--- src/rtl/spi_mem_arbiter_if.sv ---
// Bundle of requester, status and memory-controller signals shared by the
// SPI memory arbiter and its environment.
interface spi_mem_arbiter_if;
    logic       p0_req;
    logic       p0_we;
    logic [7:0] p0_addr;
    logic [7:0] p0_wdata;
    logic       p0_ready;
    logic       p1_req;
    logic       p1_we;
    logic [7:0] p1_addr;
    logic [7:0] p1_wdata;
    logic       p1_lock;
    logic       p1_ready;
    logic [7:0] rdata;
    logic       busy;
    logic       grant;
    logic       mc_req;
    logic       mc_we;
    logic [7:0] mc_addr;
    logic [7:0] mc_wdata;
    logic [7:0] mc_rdata;
    logic       mc_ready;

    // Arbiter side
    modport slave (
        input  p0_req, p0_we, p0_addr, p0_wdata,
        input  p1_req, p1_we, p1_addr, p1_wdata, p1_lock,
        input  mc_rdata, mc_ready,
        output p0_ready, p1_ready, rdata, busy, grant,
        output mc_req, mc_we, mc_addr, mc_wdata
    );

    // Requesters plus controller side
    modport master (
        output p0_req, p0_we, p0_addr, p0_wdata,
        output p1_req, p1_we, p1_addr, p1_wdata, p1_lock,
        output mc_rdata, mc_ready,
        input  p0_ready, p1_ready, rdata, busy, grant,
        input  mc_req, mc_we, mc_addr, mc_wdata
    );
endinterface

--- src/rtl/spi_mem_arbiter.sv ---
// Two-port arbiter in front of the SPI SRAM controller: CPU on port 0,
// loader/debug on port 1, one outstanding controller transaction at a time.
module spi_mem_arbiter #(
    parameter bit ROUND_ROBIN = 1'b1
) (
    input  logic              clk,
    input  logic              reset,
    spi_mem_arbiter_if.slave  bus
);

    typedef enum logic [1:0] {
        IDLE  = 2'd0,
        ISSUE = 2'd1,
        WAIT  = 2'd2,
        RESP  = 2'd3
    } state_t;

    state_t     state_r;
    logic       mc_req_r;
    logic       mc_we_r;
    logic [7:0] mc_addr_r;
    logic [7:0] mc_wdata_r;
    logic [7:0] rdata_r;
    logic       p0_ready_r;
    logic       p1_ready_r;
    logic       busy_r;
    logic       grant_r;

    logic       p0_elig_s;
    logic       p1_elig_s;
    logic       win_valid_s;
    logic       win_port_s;

    assign bus.mc_req   = mc_req_r;
    assign bus.mc_we    = mc_we_r;
    assign bus.mc_addr  = mc_addr_r;
    assign bus.mc_wdata = mc_wdata_r;
    assign bus.rdata    = rdata_r;
    assign bus.p0_ready = p0_ready_r;
    assign bus.p1_ready = p1_ready_r;
    assign bus.busy     = busy_r;
    assign bus.grant    = grant_r;

    // Pick the next owner; lock shuts port 0 out even when port 1 is idle
    always_comb begin
        p0_elig_s   = bus.p0_req & ~bus.p1_lock;
        p1_elig_s   = bus.p1_req;
        win_valid_s = p0_elig_s | p1_elig_s;
        if (p0_elig_s && p1_elig_s) begin
            win_port_s = ROUND_ROBIN ? ~grant_r : 1'b0;
        end else if (p1_elig_s) begin
            win_port_s = 1'b1;
        end else begin
            win_port_s = 1'b0;
        end
    end

    // Transaction sequencer with all outputs registered
    always_ff @(posedge clk or posedge reset) begin
        if (reset) begin
            state_r    <= IDLE;
            mc_req_r   <= 1'b0;
            mc_we_r    <= 1'b0;
            mc_addr_r  <= 8'h00;
            mc_wdata_r <= 8'h00;
            rdata_r    <= 8'h00;
            p0_ready_r <= 1'b0;
            p1_ready_r <= 1'b0;
            busy_r     <= 1'b0;
            grant_r    <= 1'b1;
        end else begin
            case (state_r)
                IDLE: begin
                    if (win_valid_s) begin
                        grant_r    <= win_port_s;
                        mc_we_r    <= win_port_s ? bus.p1_we    : bus.p0_we;
                        mc_addr_r  <= win_port_s ? bus.p1_addr  : bus.p0_addr;
                        mc_wdata_r <= win_port_s ? bus.p1_wdata : bus.p0_wdata;
                        mc_req_r   <= 1'b1;
                        busy_r     <= 1'b1;
                        state_r    <= ISSUE;
                    end
                end
                ISSUE: begin
                    mc_req_r <= 1'b0;
                    state_r  <= WAIT;
                end
                WAIT: begin
                    if (bus.mc_ready) begin
                        // Writes leave the last read value visible
                        if (!mc_we_r) begin
                            rdata_r <= bus.mc_rdata;
                        end
                        p0_ready_r <= ~grant_r;
                        p1_ready_r <= grant_r;
                        state_r    <= RESP;
                    end
                end
                RESP: begin
                    p0_ready_r <= 1'b0;
                    p1_ready_r <= 1'b0;
                    busy_r     <= 1'b0;
                    state_r    <= IDLE;
                end
                default: begin
                    mc_req_r   <= 1'b0;
                    p0_ready_r <= 1'b0;
                    p1_ready_r <= 1'b0;
                    busy_r     <= 1'b0;
                    state_r    <= IDLE;
                end
            endcase
        end
    end

endmodule

--- src/flat_wrapper.sv ---
// flat-port wrapper written by rule: the top's interface ports become plain ports
module spi_mem_arbiter_flat 
#(
    parameter bit ROUND_ROBIN = 1'b1
)
  (clk, reset, bus_p0_req, bus_p0_we, bus_p0_addr, bus_p0_wdata, bus_p1_req, bus_p1_we, bus_p1_addr, bus_p1_wdata, bus_p1_lock, bus_mc_rdata, bus_mc_ready, bus_p0_ready, bus_p1_ready, bus_rdata, bus_busy, bus_grant, bus_mc_req, bus_mc_we, bus_mc_addr, bus_mc_wdata);
  spi_mem_arbiter_if bus_i ();
  input  logic clk;
  input  logic reset;
  input wire logic [$bits(bus_i.p0_req)-1:0] bus_p0_req;
  input wire logic [$bits(bus_i.p0_we)-1:0] bus_p0_we;
  input wire logic [$bits(bus_i.p0_addr)-1:0] bus_p0_addr;
  input wire logic [$bits(bus_i.p0_wdata)-1:0] bus_p0_wdata;
  input wire logic [$bits(bus_i.p1_req)-1:0] bus_p1_req;
  input wire logic [$bits(bus_i.p1_we)-1:0] bus_p1_we;
  input wire logic [$bits(bus_i.p1_addr)-1:0] bus_p1_addr;
  input wire logic [$bits(bus_i.p1_wdata)-1:0] bus_p1_wdata;
  input wire logic [$bits(bus_i.p1_lock)-1:0] bus_p1_lock;
  input wire logic [$bits(bus_i.mc_rdata)-1:0] bus_mc_rdata;
  input wire logic [$bits(bus_i.mc_ready)-1:0] bus_mc_ready;
  output wire logic [$bits(bus_i.p0_ready)-1:0] bus_p0_ready;
  output wire logic [$bits(bus_i.p1_ready)-1:0] bus_p1_ready;
  output wire logic [$bits(bus_i.rdata)-1:0] bus_rdata;
  output wire logic [$bits(bus_i.busy)-1:0] bus_busy;
  output wire logic [$bits(bus_i.grant)-1:0] bus_grant;
  output wire logic [$bits(bus_i.mc_req)-1:0] bus_mc_req;
  output wire logic [$bits(bus_i.mc_we)-1:0] bus_mc_we;
  output wire logic [$bits(bus_i.mc_addr)-1:0] bus_mc_addr;
  output wire logic [$bits(bus_i.mc_wdata)-1:0] bus_mc_wdata;
  assign bus_i.p0_req = bus_p0_req;
  assign bus_i.p0_we = bus_p0_we;
  assign bus_i.p0_addr = bus_p0_addr;
  assign bus_i.p0_wdata = bus_p0_wdata;
  assign bus_i.p1_req = bus_p1_req;
  assign bus_i.p1_we = bus_p1_we;
  assign bus_i.p1_addr = bus_p1_addr;
  assign bus_i.p1_wdata = bus_p1_wdata;
  assign bus_i.p1_lock = bus_p1_lock;
  assign bus_i.mc_rdata = bus_mc_rdata;
  assign bus_i.mc_ready = bus_mc_ready;
  assign bus_p0_ready = bus_i.p0_ready;
  assign bus_p1_ready = bus_i.p1_ready;
  assign bus_rdata = bus_i.rdata;
  assign bus_busy = bus_i.busy;
  assign bus_grant = bus_i.grant;
  assign bus_mc_req = bus_i.mc_req;
  assign bus_mc_we = bus_i.mc_we;
  assign bus_mc_addr = bus_i.mc_addr;
  assign bus_mc_wdata = bus_i.mc_wdata;
  spi_mem_arbiter #(.ROUND_ROBIN(ROUND_ROBIN)) u_core (.clk(clk), .reset(reset), .bus(bus_i));
endmodule
--- config.mk ---
export PLATFORM = sky130hd
export DESIGN_NAME = spi_mem_arbiter_flat
export DESIGN_NICKNAME = d
export VERILOG_FILES = /design/src/rtl/spi_mem_arbiter_if.sv /design/src/rtl/spi_mem_arbiter.sv /design/src/flat_wrapper.sv
export SDC_FILE = /design/constraint.sdc
export NUM_CORES = 1
export LEC_CHECK = 0
export CAP_MARGIN = 20
export CORE_UTILIZATION = 45
export DETAILED_ROUTE_END_ITERATION = 12
export GPL_TIMING_DRIVEN = 0
export PLACE_DENSITY = 0.84
export SLEW_MARGIN = 10
export SYNTH_ARGS = -nofsm -noshare
export SYNTH_HDL_FRONTEND = slang
export SYNTH_SLANG_ARGS = --single-unit
--- constraint.sdc ---
create_clock -name clk -period 3.9 [get_ports clk]
set_input_delay 0.78 -clock clk [delete_from_list [all_inputs] [get_ports clk]]
set_output_delay 0.78 -clock clk [all_outputs]
set_load 0.1 [all_outputs]
==> results of run 1 <==
metrics by stage:
stage	util [%]	instances	hold WS, ns	setup slack [ns]	instance area, sq um
after floorplan	-	175	0.512	2.11	1820
after global placement	70.4	300	0.475	1.42	2650
after detailed placement	71.1	301	0.484	1.43	2680
after CTS	73.6	309	0.499	1.09	2770
after global routing	73.6	309	0.523	1.07	2770
final	73.6	309	0.498	1.11	2770
layer usage:
metal,global-route usage (%),vias up,wire [um]
met2,41.3,64,2530
met1,31.5,781,1970
met3,5.90,11,287
li1,-,796,-
met5,0,-,0
met4,10.1,0,101
synthesized netlist by cell type:
cell	instances
nor2b_1	2
o21ai_1	5
dfrtp_1	31
and3b_1	1
mux2_1	5
and3_1	1
nand3_1	2
nor2_1	1
inv_2	1
nand3b_1	1
a22oi_2	13
a21boi_0	1
nand2_1	20
o21ai_0	14
clkbuf_1	1
o221a_1	13
a21oi_1	1
o221a_2	3
buf_6	3
buf_2	9
inv_1	23
a2bb2oi_1	3
mux2_2	4
ha_1	5
a22oi_1	5
o221ai_1	1
buf_4	2
dfstp_2	1
a32o_1	1
a31oi_1	1
nand2b_1	1
state kept, by name, indices dropped and copies added, names as in the netlist:
signal               cells
u_core.bus.grant         1
u_core.state_r           2
u_core.bus.mc_req        1
u_core.bus.mc_we         1
u_core.bus.p1_ready      1
u_core.bus.busy          1
u_core.bus.mc_addr       8
u_core.bus.rdata         8
u_core.bus.p0_ready      1
u_core.bus.mc_wdata      8
cells by family after synthesis:
kind of cell	count (synthesis)	share of synthesized area, %
fa+ha+maj	5	3.43
simple gates	29	7.14
compound gates	61	29.6
mux	9	5.56
flops	32	44.0
buf+inv	39	10.3
layout make-up:
| class | count | area (sq um) | share of cell area [%] |
|---|---|---|---|
| Timing Repair Buffer | 78 | 798 | 28.8 |
| Multi-Input combinational cell | 104 | 833 | 30.0 |
| Sequential cell | 32 | 802 | 28.9 |
| Buffer | 15 | 97.6 | 3.52 |
| Inverter | 24 | 90.1 | 3.25 |
| Clock buffer | 6 | 82.6 | 2.98 |
| Tap cell | 48 | 60.1 | 2.17 |
| Clock inverter | 2 | 10.0 | 0.361 |
worst max path at each step:
stage	to	slack, ns
finish	bus_grant	1.11
floorplan	u_core.bus.rdata[0]$_DFFE_PP0P_	2.11
global placement	bus_grant	1.42
CTS	bus_grant	1.09
detailed placement	bus_grant	1.43
global route	bus_grant	1.07
cell usage in the layout, fill, tap and decap left out, drive strengths merged, types with 2 or more instances in the layout:
master | Yosys | layout
clkinv | 0 | 2
clkdlybuf4s50 | 0 | 77
ha | 5 | 5
nand3 | 2 | 2
mux2 | 9 | 9
o221a | 16 | 16
a2bb2oi | 3 | 3
o21ai | 19 | 19
nor2b | 2 | 2
buf | 14 | 15
inv | 24 | 24
dfrtp | 31 | 31
a22oi | 18 | 18
nand2 | 20 | 20
clkbuf | 1 | 7
==> metrics, run 1 <==
outcome finished clean; Max clock buf depth 2; CP Launch Point u_core.bus.grant$_DFFE_PP1P_; clock transition at the registers of the reported paths 0.07 ns; Syn Inst Count 175; share of cells above drive strength 1 17.2%; vias in the first global route 1677; CP arrival 2.01 ns; Std-Cell Rows 22; Levels on crit path 1; routed via count 1652; Iter 0 DRT Violations 100; total core area 3770 sq um; GRT overflow 0; pin count of the biggest net entering global routing 21; Wirelength per Cell 15.8 um; DP Wirelength 3780 um; DRC violations left 0; final hold vios 0; dominant cell type by area after synthesis dfrtp_1; CTS Hold Bufs 0; Slew Limit Fails 0; reg-to-reg startpoint u_core.state_r[0]$_DFFE_PP0P_; Setup Buffers After CTS 0; final WL 4890 um; die height 65.7 um; FMAX 0.358 GHz; reg2reg setup slack 2.26 ns; cell count of the worst reg-to-reg path 4; Net Count, Synth 228; crit end category output pin; fin crit share 71.6%; synthesized cell area 1820 sq um; clock skew 0.00428 ns; CP Data Required Time 3.12 ns; Resize count post-CTS 0; Final #Nets 313; WHS Endpoint u_core.bus.rdata[3]$_DFFE_PP0P_; hold path startpoint u_core.bus.rdata[3]$_DFFE_PP0P_; Slowest-stage cell, CP clkdlybuf4s50_1; RD Place Congestion 0.806; ranking of synthesized cells by area dfrtp_1 43%, a22oi_2 8.9%, o221a_1 8.0%; antenna-violating nets left 0; Seq/Total Area, Yosys 44.0%; CTS Buf Count 5; setup TNS 0 ns; WP buf/inv 1; IO buf count 77; YS warnings 0; Tightest Pin Transition 0.997 ns; syn_area_per_cell 10.4 sq um; Worst path top cell family by delay buffers and inverters; H-tree levels 2; io pins 78; Max-Cap Viols 0; Worst Hold Class flip-flop to flip-flop; area grow syn2layout 52.2%; Seq cells post-synth 32; Rel. slew slack 33.4%; antenna diode count 0; global-route wire length before repair 8040 um; gr usage total 25.1%; fill count 296; min Tclk post-route 2.79 ns; crit path kind flip-flop to output pin; DR vias/cell 5.35; CP max stage delay 1.14 ns; crit-path max FO 6; CTS root buf clkbuf_8; die area 4310 sq um; Die X 65.7 um; hold-critical path depth 1; post-synth top area share 42.6%; Clk Latency, worst-skew pair 0.29 ns; effective utilization at floorplan 48.3%; RR Endpoint u_core.bus.rdata[7]$_DFFE_PP0P_; post-synth cell types 31; Detailed Routing Iterations Pass 1 5; Setup crit start kind flip-flop; CTS Sinks 32; RSZ-0062 raised after global routing false; CTS tree built; Cell Chain, Critical Path clkdlybuf4s50_1; final setup violation count 0; initial antenna violation count 0
Power of run 1 is not shown: default switching activity piles up to over one toggle a cycle in this logic, so the estimate is an artifact.
==> inputs of run 2 (changes only) <==
--- a/config.mk
+++ b/config.mk
@@ -6,10 +6,10 @@
 export NUM_CORES = 1
 export LEC_CHECK = 0
 export CAP_MARGIN = 20
-export CORE_UTILIZATION = 45
+export CORE_UTILIZATION = 38
 export DETAILED_ROUTE_END_ITERATION = 12
 export GPL_TIMING_DRIVEN = 0
-export PLACE_DENSITY = 0.84
+export PLACE_DENSITY = 0.76
 export SLEW_MARGIN = 10
 export SYNTH_ARGS = -nofsm -noshare
 export SYNTH_HDL_FRONTEND = slang
==> constraint.sdc (replaced) <==
create_clock -name clk -period 2.3 [get_ports clk]
set_input_delay 0.46 -clock clk [delete_from_list [all_inputs] [get_ports clk]]
set_output_delay 0.46 -clock clk [all_outputs]
set_load 0.1 [all_outputs]
==> metrics, run 2 (synthesis gave the netlist of run 1 again) <==
CP Data Required Time 1.84 ns (-1.28 ns); clock skew 0.00906 ns (+0.00478 ns); CTS root buf clkbuf_8; CP max stage delay 1.14 ns (about the same); Final #Nets 313 (unchanged); most frequent cells in the layout 76 x clkdlybuf4s50_1, 31 x dfrtp_1, 23 x inv_1; antenna-violating nets left 0 (unchanged); share of cells above drive strength 1 16.9% (-0.38 points); CTS Sinks 32 (unchanged); final hold vios 0 (unchanged); gr usage total 20.0% (-5.2 points); Die X 71.3 um (+8.6%); outcome finished with violations; routed via count 1631 (-1.3%); fill count 368 (+24%); die area 5080 sq um (+18%); Max clock buf depth 2 (unchanged); area grow syn2layout 53.2%; RSZ-0062 raised after global routing false; die height 71.3 um (+8.6%); DRC violations left 6 (+6); CP arrival 1.81 ns (-0.20 ns); Max-Cap Viols 0 (unchanged); setup TNS 0 ns (unchanged); CP Launch Point u_core.bus.p0_ready$_DFFE_PP0P_; Cell Chain, Critical Path clkdlybuf4s50_1; utilization after layout 62.4% (-11 points); clock transition at the registers of the reported paths 0.07 ns (about the same); global-route wire length before repair 7910 um (-1.5%); CTS tree built; total core area 4470 sq um (+19%); reg-to-reg startpoint u_core.state_r[0]$_DFFE_PP0P_; failing checks DRC; DP Wirelength 3480 um (-7.9%); Std-Cell Rows 24 (+9.1%); Worst path top cell family by delay buffers and inverters; crit end category output pin; Tightest Pin Transition 0.982 ns (-0.0143 ns); worst setup path endpoint bus_p0_ready; H-tree levels 2 (unchanged); antenna diode count 0 (unchanged); min Tclk post-route 2.27 ns; fin crit share 98.6%; RD Place Congestion 0.771 (-4.3%); pin count of the biggest net entering global routing 21 (unchanged); io pins 78 (unchanged); final setup violation count 0 (unchanged); Detailed Routing Iterations Pass 1 9 (+4); Setup Buffers After CTS 0 (unchanged); crit-path max FO 3 (-3); WP buf/inv 1 (unchanged); effective utilization at floorplan 40.7% (-7.6 points); GRT overflow 0 (unchanged); cell count of the worst reg-to-reg path 4 (unchanged); Slew Limit Fails 0 (unchanged); reg2reg setup slack 0.64 ns (-1.62 ns); Wirelength per Cell 14.9 um (-5.9%); FMAX 0.441 GHz; Slowest-stage cell, CP clkdlybuf4s50_1; IO buf count 77 (unchanged); crit path kind flip-flop to output pin; CTS Buf Count 5 (unchanged); DR vias/cell 5.21 (-2.5%); Iter 0 DRT Violations 75 (-25%); commonest non-fill, non-tap cell in the layout clkdlybuf4s50_1; Worst Hold Class flip-flop to flip-flop; initial antenna violation count 0 (unchanged); vias in the first global route 1633 (-2.6%); Levels on crit path 1 (unchanged); Rel. slew slack 34.3% (+0.96 points); final WL 4660 um (-4.7%); Clk Latency, worst-skew pair 0.29 ns (about the same); Setup crit start kind flip-flop; RR Endpoint u_core.bus.rdata[1]$_DFFE_PP0P_
## run 2: worst min-delay path by stage
stage,start,endpoint,slack (ns),cells after the start
after detailed placement,u_core.bus.rdata[4]$_DFFE_PP0P_,u_core.bus.rdata[4]$_DFFE_PP0P_,0.49,1
after floorplan,u_core.state_r[1]$_DFFE_PP0P_,u_core.state_r[1]$_DFFE_PP0P_,0.51,1
final,u_core.bus.rdata[4]$_DFFE_PP0P_,u_core.bus.rdata[4]$_DFFE_PP0P_,0.50,1
after CTS,u_core.bus.rdata[4]$_DFFE_PP0P_,u_core.bus.rdata[4]$_DFFE_PP0P_,0.50,1
after global routing,u_core.bus.rdata[4]$_DFFE_PP0P_,u_core.bus.rdata[4]$_DFFE_PP0P_,0.51,1
after global placement,u_core.bus.rdata[3]$_DFFE_PP0P_,u_core.bus.rdata[3]$_DFFE_PP0P_,0.48,1
## run 2: per-layer routing
metal,up-vias,GRT usage (%),routed length (um)
li1,800,-,-
met4,0,8.00,90
met3,9,3.80,260
met1,772,26.7,2090
met5,-,0,0
met2,50,32.1,2220
## run 2: stage by stage
stage	setup slack [ns]	area, sq um	hold slack [ns]	instances
floorplan	0.511	1820	0.512	175
global placement	0.130	2660	0.477	304
detailed placement	0.134	2690	0.485	305
CTS	0.0270	2790	0.501	313
global route	0.00418	2790	0.508	313
finish	0.0314	2790	0.497	313
## run 2: timing repair
item,4_1_cts,5_1_grt
hold buffers,0,0
gates resized for setup,1,0
endpoints found under the setup margin,1,0
## run 2: cell type report
class | instances | area (sq um) | share of cell area, %
inverters | 24 | 90.1 | 3.23
plain buffers | 15 | 97.6 | 3.49
clock buffers | 6 | 72.6 | 2.60
flip-flops and latches | 32 | 802 | 28.7
well taps | 52 | 65.1 | 2.33
multi-input cells | 104 | 833 | 29.8
clock inverters | 2 | 35.0 | 1.25
repair buffers | 78 | 797 | 28.5
Power of run 2 is left out for the same reason.
==> inputs of run 3 (changes only) <==
--- a/config.mk
+++ b/config.mk
@@ -5,8 +5,9 @@
 export SDC_FILE = /design/constraint.sdc
 export NUM_CORES = 1
 export LEC_CHECK = 0
-export CAP_MARGIN = 20
+export CAP_MARGIN = 10
 export CORE_UTILIZATION = 38
+export CTS_CLUSTER_DIAMETER = 80
 export DETAILED_ROUTE_END_ITERATION = 12
 export GPL_TIMING_DRIVEN = 0
 export PLACE_DENSITY = 0.76
==> metrics, run 3 (synthesis gave the netlist of run 1 again) <==
top sig layer met4; outcome finished with violations; CP max stage delay 1.14 ns (about the same); crit-path max FO 3 (unchanged); Setup Buffers After CTS 0 (unchanged); Detailed Routing Iterations Pass 1 9 (unchanged); area grow syn2layout 53.2% (unchanged); crit path kind flip-flop to output pin; CTS tree built; die area 5080 sq um (unchanged); routed wl met3 260 um (unchanged); RSZ-0062 raised after global routing false; crit end category output pin; Wirelength per Cell 14.9 um (unchanged); FMAX 0.441 GHz (unchanged); Worst Hold Class flip-flop to flip-flop; fill count 368 (unchanged); gr usage total 20.0% (unchanged); DRC violations left 6 (unchanged); WP buf/inv 1 (unchanged); Worst path top cell family by delay buffers and inverters; setup TNS 0 ns (unchanged); antenna diode count 0 (unchanged); Clk Latency, worst-skew pair 0.29 ns (about the same); commonest non-fill, non-tap cell in the layout clkdlybuf4s50_1; Tightest Pin Transition 0.982 ns (unchanged); RD Place Congestion 0.771 (unchanged); CP Data Required Time 1.84 ns (about the same); Std-Cell Rows 24 (unchanged); die height 71.3 um (unchanged); fin crit share 98.6% (unchanged); min Tclk post-route 2.27 ns (unchanged); Slew Limit Fails 0 (unchanged); Slowest-stage cell, CP clkdlybuf4s50_1; CTS root buf clkbuf_8; M1 WL 2090 um (unchanged); clock skew 0.00906 ns (unchanged); final setup violation count 0 (unchanged); total core area 4470 sq um (unchanged); failing checks DRC; IO buf count 77 (unchanged); clock transition at the registers of the reported paths 0.07 ns (about the same); CTS Sinks 32 (unchanged); routed via count 1631 (unchanged); effective utilization at floorplan 40.7% (unchanged); Setup crit start kind flip-flop; io pins 78 (unchanged); pin count of the biggest net entering global routing 21 (unchanged); DP Wirelength 3480 um (unchanged); CTS Buf Count 5 (unchanged); Cell Chain, Critical Path clkdlybuf4s50_1; Max clock buf depth 2 (unchanged); initial antenna violation count 0 (unchanged); Max-Cap Viols 0 (unchanged); Rel. slew slack 34.3% (unchanged); vias in the first global route 1633 (unchanged); GRT overflow 0 (unchanged); CP arrival 1.81 ns (about the same); Die X 71.3 um (unchanged); metal2 WL 2220 um (unchanged); H-tree levels 2 (unchanged); final hold vios 0 (unchanged); Final #Nets 313 (unchanged); final WL 4660 um (unchanged); antenna-violating nets left 0 (unchanged); DR vias/cell 5.21 (unchanged); most frequent cells in the layout 76 x clkdlybuf4s50_1, 31 x dfrtp_1, 23 x inv_1; share of cells above drive strength 1 16.9% (unchanged); global-route wire length before repair 7910 um (unchanged); Iter 0 DRT Violations 75 (unchanged)
[run 3: worst paths after layout]
kind	startpoint	end	slack [ns]	cells past startpoint
max	u_core.bus.p0_ready$_DFFE_PP0P_	bus_p0_ready	0.03	1
min	u_core.bus.rdata[4]$_DFFE_PP0P_	u_core.bus.rdata[4]$_DFFE_PP0P_	0.50	1
max reg2reg	u_core.state_r[0]$_DFFE_PP0P_	u_core.bus.rdata[1]$_DFFE_PP0P_	0.64	4
min reg2reg	u_core.bus.rdata[4]$_DFFE_PP0P_	u_core.bus.rdata[4]$_DFFE_PP0P_	0.50	1
max in group asynchronous	reset	u_core.bus.mc_wdata[4]$_DFFE_PP0P_	1.24	3
min in group asynchronous	reset	u_core.state_r[1]$_DFFE_PP0P_	0.55	2
[run 3: cell type report]
type                            instances  area (sq um)  area share, %
Sequential cell                        32           802           28.7
Inverter                               24          90.1           3.23
Tap cell                               52          65.1           2.33
Clock inverter                          2          35.0           1.25
Clock buffer                            6          72.6           2.60
Buffer                                 15          97.6           3.49
Multi-Input combinational cell        104           833           29.8
Timing Repair Buffer                   78           797           28.5
[run 3: routing by layer]
| metal | GRT usage (%) | up-vias |
|---|---|---|
| li1 | - | 800 |
| met1 | 26.7 | 772 |
| met2 | 32.1 | 50 |
| met3 | 3.80 | 9 |
| met4 | 8.00 | 0 |
| met5 | 0 | - |
[run 3: metrics by stage]
stage | cells | setup WS, ns | hold slack [ns] | instance area (sq um) | utilization (%)
floorplan | 175 | 0.511 | 0.512 | 1820 | -
global placement | 304 | 0.130 | 0.477 | 2660 | 59.4
detailed placement | 305 | 0.134 | 0.485 | 2690 | 60.0
CTS | 313 | 0.0270 | 0.501 | 2790 | 62.4
global route | 313 | 0.00418 | 0.508 | 2790 | 62.4
finish | 313 | 0.0314 | 0.497 | 2790 | 62.4
[run 3: what timing repair did]
item,4_1_cts,5_1_grt
hold buffers,0,0
setup endpoints to repair,1,0
endpoints found under the hold margin,0,0
resized for setup,1,0
Power of run 3 is left out for the same reason.
==> edit 1: new RTL, flow settings as in run 2 <==
`ROUND_ROBIN` is set to 1'b1 in 2 places; all go to 1'b0.
--- a/src/rtl/spi_mem_arbiter.sv
+++ b/src/rtl/spi_mem_arbiter.sv
@@ -3,3 +3,3 @@
 module spi_mem_arbiter #(
-    parameter bit ROUND_ROBIN = 1'b1
+    parameter bit ROUND_ROBIN = 1'b0
 ) (
--- a/src/flat_wrapper.sv
+++ b/src/flat_wrapper.sv
@@ -3,3 +3,3 @@
 #(
-    parameter bit ROUND_ROBIN = 1'b1
+    parameter bit ROUND_ROBIN = 1'b0
 )
Function: changed (Yosys sat finds a counterexample within 10 cycles, from zero or initial values and one cycle with reset high).
==> edit 1 against run 2 <==
  * Worst setup slack better by 21 ps
  * Count of clock-buffer cells in the layout increased by 1
  * Synthesized area decreased by 21%
  * Register-to-register slack worse by 170 ps
  * Routed wire length fell by 17%
  * Sequential cell count is the same
  * Design area shrank 14%
  * Largest cell class unchanged
Power is left out: the tool's default activity adds up to more than one toggle a clock period on the data nets, which glitch-free logic cannot reach.
==> edit 1: results <==
# TYPE chip_impl_metric gauge
chip_impl_metric{name="synth_cell_type_count",unit=""} 24
chip_impl_info{name="netlist_top_cells_count",value="sky130_fd_sc_hd__dfrtp_1, sky130_fd_sc_hd__inv_1, sky130_fd_sc_hd__a21oi_1, sky130_fd_sc_hd__o32ai_1, sky130_fd_sc_hd__mux2_2"} 1
chip_impl_info{name="run_status",value="finished clean"} 1
chip_impl_metric{name="grt_util_all_layers",unit=""} 0.203
chip_impl_metric{name="detail_route.wirelength",unit="um"} 3870
chip_impl_metric{name="dp.cells",unit=""} 257
chip_impl_metric{name="placed_area",unit="sq mm"} 0.00231
chip_impl_metric{name="via_count",unit=""} 1301
chip_impl_metric{name="gp_congestion",unit=""} 0.769
chip_impl_metric{name="pre_cts_setup_slack",unit="ps"} 169
chip_impl_metric{name="cts_post_setup_buffers_inserted",unit=""} 0
chip_impl_metric{name="drive_gt1_frac",unit=""} 0.0968
chip_impl_metric{name="seq_area_frac_synth",unit=""} 0.554
chip_impl_metric{name="ys_warn_count",unit=""} 0
chip_impl_metric{name="place.detailed.hpwl",unit="um"} 2920
chip_impl_metric{name="critical_path_arrival",unit="ps"} 1790
chip_impl_metric{name="tightest_slew",unit="ps"} 1000
chip_impl_metric{name="cts.reportedPaths.clkPinSlew",unit="ps"} 60
chip_impl_metric{name="async_set_reset_flop_share_out_of_synthesis",unit=""} 1.00
chip_impl_metric{name="wl_per_cell",unit="um"} 14.6
chip_impl_metric{name="grt_pass1_wl",unit="um"} 6130
chip_impl_metric{name="port_buffers",unit=""} 77
chip_impl_metric{name="synth_nets",unit=""} 184
chip_impl_metric{name="clock_skew",unit="ps"} 6.98
chip_impl_metric{name="grt_start_max_net_pins",unit=""} 23
chip_impl_metric{name="avgSynthCellArea",unit="sq um"} 11.1
chip_impl_metric{name="worst-path-max-fanout",unit=""} 2
chip_impl_metric{name="detailedRoute.firstPassIterationCount",unit=""} 4
chip_impl_metric{name="clock_insertion_delay_worst_skew",unit="ps"} 280
chip_impl_metric{name="drtIter0Drc",unit=""} 52
chip_impl_info{name="synth.area.top_cells",value="sky130_fd_sc_hd__dfrtp_1, sky130_fd_sc_hd__o32ai_1, sky130_fd_sc_hd__a21oi_1"} 1
## edit 1: path summary, 6_finish.rpt
check	from	end	slack, ps	cells past startpoint
worst min-delay path	u_core.bus.p0_ready$_DFFE_PP0P_	u_core.bus.p0_ready$_DFFE_PP0P_	500	2
max in group asynchronous	reset	u_core.bus.grant$_DFFE_PP1P_	1230	3
worst min register to register	u_core.bus.p0_ready$_DFFE_PP0P_	u_core.bus.p0_ready$_DFFE_PP0P_	500	2
worst max register to register	u_core.state_r[0]$_DFFE_PP0P_	u_core.bus.mc_addr[5]$_DFFE_PP0P_	470	6
worst max-delay path	u_core.bus.rdata[7]$_DFFE_PP0P_	bus_rdata[7]	50	1
min in group asynchronous	reset	u_core.bus.rdata[2]$_DFFE_PP0P_	510	2
## edit 1: layout make-up
type | instances | area (sq um)
Clock inverter | 1 | 5.00
Inverter | 24 | 90.1
Buffer | 6 | 30.0
Clock buffer | 7 | 76.3
Multi-Input combinational cell | 69 | 526
Fill cell | 300 | 1270
Timing Repair Buffer | 78 | 802
Tap cell | 48 | 60.1
Sequential cell | 32 | 802
## edit 1: cells by family after synthesis
family,Yosys count,synth area share
AOI/OAI and AO/OA,44,0.211
adders and majority gates,5,0.0432
buffers and inverters,30,0.0830
DFF,32,0.554
muxes,9,0.0700
and+or+nand+nor,11,0.0389
## edit 1: metrics by stage
| step | util | hold WS [ps] |
|---|---|---|
| after floorplan | - | 512 |
| after global placement | 0.622 | 490 |
| after global routing | 0.653 | 522 |
| after CTS | 0.652 | 510 |
| after detailed placement | 0.630 | 497 |
| final | 0.653 | 505 |
## edit 1: timing repair
item                                    CTS  global route
endpoints found under the setup margin    1             2
gates resized for setup                   1             2
pin swaps                                 0             0
## edit 1: metal layers
metal / vias to the layer above / track usage / part of all wire
li1: 637 / - / -
met1: 615 / 0.235 / 0.42
met3: 8 / 0.0616 / 0.042
met2: 41 / 0.348 / 0.52
met5: - / 0 / 0
met4: 0 / 0.0767 / 0.017
==> edit 2: new RTL, config.mk and constraints of run 2 <==
Without the edit above. Re-encode `state_t` (4 states) as one-hot, 4 bits wide.
--- a/src/rtl/spi_mem_arbiter.sv
+++ b/src/rtl/spi_mem_arbiter.sv
@@ -10,7 +10,7 @@
 
-    typedef enum logic [1:0] {
-        IDLE  = 2'd0,
-        ISSUE = 2'd1,
-        WAIT  = 2'd2,
-        RESP  = 2'd3
+    typedef enum logic [3:0] {
+        IDLE  = 4'b0001,
+        ISSUE = 4'b0010,
+        WAIT  = 4'b0100,
+        RESP  = 4'b1000
     } state_t;
Formal check against the unedited RTL: no difference found for any inputs over 10 cycles, from zero or initial values and one cycle with reset high; not proved beyond that.
==> edit 2 against run 2 <==
  * Die area is 6.5% lower
  * Sequential share of layout area rose by 3.9 points
  * Worst setup slack gained 32 ps
  * Count of clock-buffer cells in the layout is 1 higher
  * Synthesized cell count is 6.9% lower
  * Design area fell by 6.3%
  * Synthesized area decreased by 6.7%
  * Sequential cell count rose by 2
  * Critical path depth unchanged
  * Clock skew shrank 3.4 ps
  * Routed wire length fell by 18%
  * Critical endpoint is now bus_rdata[5]
  * Largest cell class unchanged
  * Highest routed layer unchanged
Power is left out: the tool's default activity adds up to more than one toggle a clock period on the data nets, which glitch-free logic cannot reach.
==> edit 2: results <==
# TYPE chip_impl_metric gauge
chip_impl_info{name="run_status",value="finished clean"} 1
chip_impl_metric{name="seq_area_frac_synth",unit=""} 0.502
chip_impl_metric{name="gp_congestion",unit=""} 0.828
chip_impl_info{name="synth.area.top_cells",value="sky130_fd_sc_hd__dfrtp_1, sky130_fd_sc_hd__a31oi_2, sky130_fd_sc_hd__nand2_1"} 1
chip_impl_metric{name="detailedRoute.firstPassIterationCount",unit=""} 4
chip_impl_metric{name="synth_nets",unit=""} 211
chip_impl_metric{name="met2_length",unit="um"} 1880
chip_impl_info{name="timing.critical_path.from",value="u_core.bus.rdata[5]$_DFFE_PP0P_"} 1
chip_impl_metric{name="syn_inst",unit=""} 163
chip_impl_metric{name="placed_area",unit="sq mm"} 0.00253
chip_impl_info{name="source_of_the_worst_register_to_register_timing_path",value="u_core.bus.grant$_DFFE_PP1P_"} 1
chip_impl_metric{name="wl_per_cell",unit="um"} 12.9
chip_impl_metric{name="critical_path_arrival",unit="ps"} 1780
chip_impl_metric{name="place.detailed.hpwl",unit="um"} 2790
chip_impl_metric{name="grt_pass1_wl",unit="um"} 6290
chip_impl_metric{name="worst-path-max-fanout",unit=""} 2
chip_impl_metric{name="via_count_of_the_first_global_routing_pass",unit=""} 1426
chip_impl_metric{name="layout_setup_ws",unit="ps"} 63.5
chip_impl_metric{name="grt_util_all_layers",unit=""} 0.181
chip_impl_metric{name="drive_gt1_frac",unit=""} 0.158
chip_impl_info{name="netlist_top_cells_count",value="sky130_fd_sc_hd__nand2_1, sky130_fd_sc_hd__dfrtp_1, sky130_fd_sc_hd__nor2_1, sky130_fd_sc_hd__a31oi_2, sky130_fd_sc_hd__a31oi_1"} 1
chip_impl_metric{name="use_met3",unit=""} 0.0576
chip_impl_metric{name="fill_cells",unit=""} 372
chip_impl_metric{name="timing.slew.headroom",unit=""} 0.339
chip_impl_info{name="critical_path.endpoint",value="bus_rdata[5]"} 1
chip_impl_info{name="worstReg2RegEnd",value="u_core.bus.mc_addr[2]$_DFFE_PP0P_"} 1
chip_impl_metric{name="reg2reg_setup_slack",unit="ps"} 600
chip_impl_metric{name="drt-vias-per-instance",unit=""} 4.85
chip_impl_metric{name="clock_skew",unit="ps"} 5.66
chip_impl_metric{name="globalRouteMet2Util",unit=""} 0.311
chip_impl_metric{name="pre_cts_setup_slack",unit="ps"} 112
edit 2: cell types whose count changed after synthesis, sizes merged, moves of 17 or more:
cell / run 2 / this run
a22oi: 18 / 1
a31oi: 1 / 20
inv: 24 / 5
nor2: 1 / 20
o21ai: 19 / 1
edit 2: cells by family (layout without fill, tap and decap cells):
group,after synthesis,after routing,synth area share
AND/OR/NAND/NOR,73,73,0.199
buffers and inverters,16,100,0.0684
AO/OA/AOI/OAI,32,32,0.160
flip-flops,34,34,0.502
multiplexers,8,8,0.0706
edit 2: how the worst min path moves through the flow:
stage | to | cells after the start | slack [ps] | startpoint
after global placement | u_core.bus.rdata[1]$_DFFE_PP0P_ | 1 | 490 | u_core.bus.rdata[1]$_DFFE_PP0P_
after CTS | u_core.bus.rdata[2]$_DFFE_PP0P_ | 1 | 510 | u_core.bus.rdata[2]$_DFFE_PP0P_
final | u_core.bus.rdata[2]$_DFFE_PP0P_ | 1 | 510 | u_core.bus.rdata[2]$_DFFE_PP0P_
after floorplan | u_core.bus.mc_req$_DFFE_PP0P_ | 2 | 530 | u_core.state_r[1]$_DFFE_PP0P_
after global routing | u_core.bus.rdata[2]$_DFFE_PP0P_ | 1 | 530 | u_core.bus.rdata[2]$_DFFE_PP0P_
after detailed placement | u_core.bus.rdata[2]$_DFFE_PP0P_ | 1 | 490 | u_core.bus.rdata[2]$_DFFE_PP0P_
edit 2: layout make-up:
cell class / instances / share of cell area
Sequential cell: 34 / 0.326
Tap cell: 50 / 0.0239
Clock buffer: 7 / 0.0292
Timing Repair Buffer: 77 / 0.297
Inverter: 5 / 0.00717
Multi-Input combinational cell: 113 / 0.279
Buffer: 11 / 0.0373
edit 2: what timing repair did:
item | CTS | global route
gates cloned | 0 | 0
hold endpoints to repair | 0 | 0
gates resized for setup | 1 | 3
endpoints found under the setup margin | 1 | 3
